File: src/rtl/fetch_queue.sv
// Instruction fetch stage: issues sequential one-word reads to the cacheline buffer and
// queues returned {pc, inst} pairs for decode. Redirects flush the queue.
module fetch_queue #(
  parameter int unsigned DEPTH    = 4,
  parameter logic [31:0] RESET_PC = 32'h1eceb000
) (
  input  logic        clk,
  input  logic        rst_n,
  output logic [31:0] mem_addr,
  output logic [3:0]  mem_rmask,
  input  logic [31:0] mem_rdata,
  input  logic        mem_resp,
  input  logic        redirect_valid,
  input  logic [31:0] redirect_pc,
  output logic        deq_valid,
  input  logic        deq_ready,
  output logic [31:0] deq_inst,
  output logic [31:0] deq_pc
);

  localparam int unsigned PtrW = $clog2(DEPTH);
  localparam logic [PtrW:0] DepthCnt = (PtrW + 1)'(DEPTH);

  typedef enum logic [0:0] {StFetch, StDrain} state_e;

  state_e          state_q, state_d;
  logic [31:0]     pc_q, pc_d;
  logic [31:0]     stale_q, stale_d;
  logic [PtrW-1:0] head_q, head_d;
  logic [PtrW-1:0] tail_q, tail_d;
  logic [PtrW:0]   count_q, count_d;

  logic [31:0] pc_mem   [DEPTH];
  logic [31:0] inst_mem [DEPTH];

  logic        req_active;
  logic        enq;
  logic        deq;
  logic        flush;
  logic [31:0] redirect_pc_aligned;

  assign redirect_pc_aligned = redirect_pc & ~32'h3;

  // Outputs depend only on registered state, count and rst_n.
  always_comb begin
    req_active = rst_n && ((state_q == StDrain) || (count_q < DepthCnt));
    mem_rmask  = req_active ? 4'hF : 4'h0;
    mem_addr   = (state_q == StDrain) ? stale_q : pc_q;
    deq_valid  = rst_n && (count_q != '0);
    deq_inst   = inst_mem[head_q];
    deq_pc     = pc_mem[head_q];
  end

  always_comb begin
    state_d = state_q;
    pc_d    = pc_q;
    stale_d = stale_q;
    enq     = 1'b0;
    flush   = 1'b0;

    unique case (state_q)
      StFetch: begin
        if (redirect_valid) begin
          flush = 1'b1;
          pc_d  = redirect_pc_aligned;
          // An in-flight miss must complete at its original address before refetching.
          if (req_active && !mem_resp) begin
            state_d = StDrain;
            stale_d = pc_q;
          end
        end else if (req_active && mem_resp) begin
          enq  = 1'b1;
          pc_d = pc_q + 32'd4;
        end
      end
      StDrain: begin
        if (mem_resp) begin
          state_d = StFetch;
        end
        if (redirect_valid) begin
          flush = 1'b1;
          pc_d  = redirect_pc_aligned;
        end
      end
      default: state_d = StFetch;
    endcase
  end

  always_comb begin
    deq = deq_valid && deq_ready && !flush;
    if (flush) begin
      head_d  = '0;
      tail_d  = '0;
      count_d = '0;
    end else begin
      head_d  = head_q + PtrW'(deq);
      tail_d  = tail_q + PtrW'(enq);
      count_d = count_q + (PtrW + 1)'(enq) - (PtrW + 1)'(deq);
    end
  end

  always_ff @(posedge clk) begin
    if (!rst_n) begin
      state_q <= StFetch;
      pc_q    <= RESET_PC;
      stale_q <= '0;
      head_q  <= '0;
      tail_q  <= '0;
      count_q <= '0;
    end else begin
      state_q <= state_d;
      pc_q    <= pc_d;
      stale_q <= stale_d;
      head_q  <= head_d;
      tail_q  <= tail_d;
      count_q <= count_d;
    end
  end

  always_ff @(posedge clk) begin
    if (enq) begin
      pc_mem[tail_q]   <= pc_q;
      inst_mem[tail_q] <= mem_rdata;
    end
  end

endmodule

File: config.mk
export PLATFORM = sky130hd
export DESIGN_NAME = fetch_queue
export DESIGN_NICKNAME = d
export VERILOG_FILES = /design/src/rtl/fetch_queue.sv
export SDC_FILE = /design/constraint.sdc
export NUM_CORES = 1
export LEC_CHECK = 0
export CORE_AREA = 5 5 169 171
export DETAILED_ROUTE_END_ITERATION = 12
export DIE_AREA = 0 0 174 176
export PLACE_DENSITY = 0.71
export SLEW_MARGIN = 15
export SYNTH_ARGS = -nofsm -noshare
export SYNTH_HDL_FRONTEND = slang
export SYNTH_SLANG_ARGS = --single-unit
File: constraint.sdc
create_clock -name clk -period 9.5 [get_ports clk]
set_input_delay 1.9 -clock clk [delete_from_list [all_inputs] [get_ports clk]]
set_output_delay 1.9 -clock clk [all_outputs]
set_load 0.05 [all_outputs]
==> impl_metrics.yaml <==
grt:
  overflow: 0
  grt_use_met3_pct: 3.876
  grt_pass1_wl_um: 44820
  grt.busiest_layer: "met2"
  grt_pass1_vias: 7893
  grt_start_max_net_pins: 64
  grt_use_met2_pct: 29.48
  antenna_found_initial: 0
  use_met1_pct: 26.53
  track_usage_pct: 18.46
layout:
  n_antenna_cell: 0
  area_delta_synth_final_pct: 23.01
  final_nets: 1047
  drive_above_1_share_pct: 16.22
setup_path:
  cp-end-kind: "primary output"
  crit_type: "primary input to primary output"
  r2r_start: "state_q"
  crit_start: "rst_n"
  critPathRequiredTime_ps: 7600
  path_max_fanout: 30
  critPathLaunchType: "primary input"
  rrSetupSlack_ps: 6030
  worstPathArrival_ps: 3880
sta:
  period_needed_ps: 5775
  tightest_slew_ps: 1106
  post-route-period-util_pct: 60.79
  finalHoldViolCount: 0
  rsz0062_at_grt: "false"
  fin_worst_skew_ps: 15.18
  setup_viol: 0
  final_max_slew_viol_count: 0
  max_freq_mhz: 173.2
  setup_tns_ps: 0
  postLayoutSetupSlackWorst_ps: 3725
  relSlewSlack_pct: 26.25
clock_tree:
  ctsRootBufferMaster: "clkbuf_16"
  cts_buffers: 34
  post_cts_buffers: 0
  clk_latency_ps: 500
  cts_resized: 0
  cts_htree_levels: 2
  clkTransAtPathRegs_ps: 60
  clockBufferDepth: 3
  postCtsHoldBufs: 0
  cts.sinks: 316
  cts_tree: "built"
synthesis:
  ys_seq_area_share_pct: 68.46
  ys_warn_count: 0
  synth_area_sq_um: 12870
  synth_top_area_cell: "edfxtp_1"
  synth_seq_cells: 316
  synth_flop_cell: "edfxtp_1"
  async_flop_share_pct: 0
  syn_area_per_cell_sq_um: 15.48
  ys_types: 63
  synth_area_leaders: "edfxtp_1, mux4_2, dfxtp_1, nand2_1, mux2_2"
  synth_top_cell_area_share_pct: 57.88
  synth_edf_count: 248
  synth_cells: 831
run:
  cap_violations: 0
power:
  powerDensity_nw_per_um2: 194.1
  leakage_uw: 0.005041
  peakVddDrop_v: 0.00009946
status:
  status: "finished, final reports clean"
floorplanning:
  fp.dieH_um: 176
  ios: 170
  fp-row-count: 60
  start_util_pct: 48.15
  die_w_um: 174
  fp.dieArea_sq_um: 30620
  core_area_sq_um: 26730
placed_design:
  port-buffer-count: 163
  dpl_worst_slack_ps: 3722
  hpwlAfterDp_um: 17510
  gp_congestion: 0.8156
routing:
  final_antenna_net_count: 0
  drt-initial-drc-count: 848
  wirelength_um: 28570
  post-route-drc-count: 0
  vias_per_cell: 5.763
  vias: 7723
  wl_per_cell_um: 21.32
  firstDrtPassIters: 5
hold_path:
  min-delay-start: "stale_q[19]"
  hold_path_class: "flop to flop"
area by class of cell:
cell class	instances	area [sq um]
clock buffer	43	948.4
clock inverter	18	131.4
fill	2065	10900
inverter	9	33.78
multi-input combinational	438	3750
sequential	316	8816
tap	341	426.7
timing repair buffer	175	1722
power by group:
part,switching (uW),internal (uW)
Combinational,157,99.7
Sequential,37.9,1520
Clock,501,759
Total,696,2380
stage by stage:
| step | util (%) | instance area [sq um] | hold WS (ps) | power [uW] | cells |
|---|---|---|---|---|---|
| 2_1_floorplan | - | 12880 | 432.9 | 1733 | 834 |
| 3_3_place_gp | 55.18 | 14750 | 438.0 | 1836 | 1279 |
| 3_5_place_dp | 55.18 | 14750 | 446.6 | 1839 | 1279 |
| 4_1_cts | 59.22 | 15830 | 454.7 | 3107 | 1340 |
| 5_1_grt | 59.22 | 15830 | 468.8 | 3191 | 1340 |
| 6_report | 59.22 | 15830 | 453.9 | 3072 | 1340 |
cells in the final DEF, fill, tap and decap left out, types with 3 or more instances in the layout:
cell / instances
o311ai_0: 5
o21ai_0: 17
clkinv_1: 10
nand3_1: 15
ha_1: 3
nor3b_1: 3
conb_1: 4
buf_4: 12
o41ai_1: 4
nor3_1: 7
clkbuf_16: 37
and4_1: 7
mux4_2: 62
and3_1: 7
or4_1: 6
a21oi_1: 47
o211a_1: 3
dfxtp_1: 66
o22ai_1: 4
o221ai_1: 3
o311a_1: 4
a31oi_1: 4
nor2_1: 27
xnor2_1: 5
nand2_1: 88
clkdlybuf4s50_1: 163
nor4_1: 6
nand4_1: 14
o221a_2: 4
or3_1: 8
mux2_2: 27
inv_1: 8
edfxtp_1: 248
and2_1: 9
clkinv_2: 6
o31ai_1: 7
a211oi_1: 3
clkbuf_1: 6
synthesized netlist by cell type (all sizes together), types with 4 or more instances:
cell	instances
edfxtp	248
buf	28
o21ai	17
or4	6
nand4	15
and4	7
nand2	88
nand3	15
o311a	4
or3	9
o31ai	7
o311ai	5
o221a	4
mux2	27
and2	9
o41ai	4
a21oi	47
inv	8
nor3	8
nor4	8
o22ai	4
clkbuf	43
xnor2	5
mux4	62
nor2	29
and3	8
dfxtp	68
a31oi	4
critical path: stages:
cell	delay, ps
clkdlybuf4s50_1	450
buf_4	310
inv_1	100
a21oi_1	240
clkdlybuf4s50_1	870
worst paths after layout:
check                                       end  depth (start not counted)
worst max-delay path               mem_rmask[0]                          5
worst min-delay path                stale_q[19]                          2
worst max register to register  inst_mem[1][31]                          8
worst min register to register      stale_q[19]                          2
kinds of logic (layout without fill, tap and decap cells):
family                   after synthesis  count (layout)  share of synthesized area [%]
AO/OA/AOI/OAI                        124             124                          6.457
multiplexers                          89              89                          13.21
buffers and inverters                 80             245                          2.732
adder cells (fa/ha/maj)                4               4                         0.4473
flip-flops                           316             316                          68.46
other                                  1               4                        0.02914
AND/OR/NAND/NOR                      212             212                          8.324
XOR/XNOR                               5               5                         0.3403
state kept, by name, indices dropped and copies added, names as in the netlist:
register and cells:
inst_mem 128, pc_mem 120, pc_q 30, stale_q 30, count_q 3, head_q 2
tail_q 2, state_q 1
layer usage:
layer | routed length [um] | part of all wire [%]
met1 | 12670 | 44
met2 | 13470 | 47
met3 | 2066 | 7.2
met4 | 367 | 1.3
met5 | 0 | 0
(Power assumes the default switching activity.)
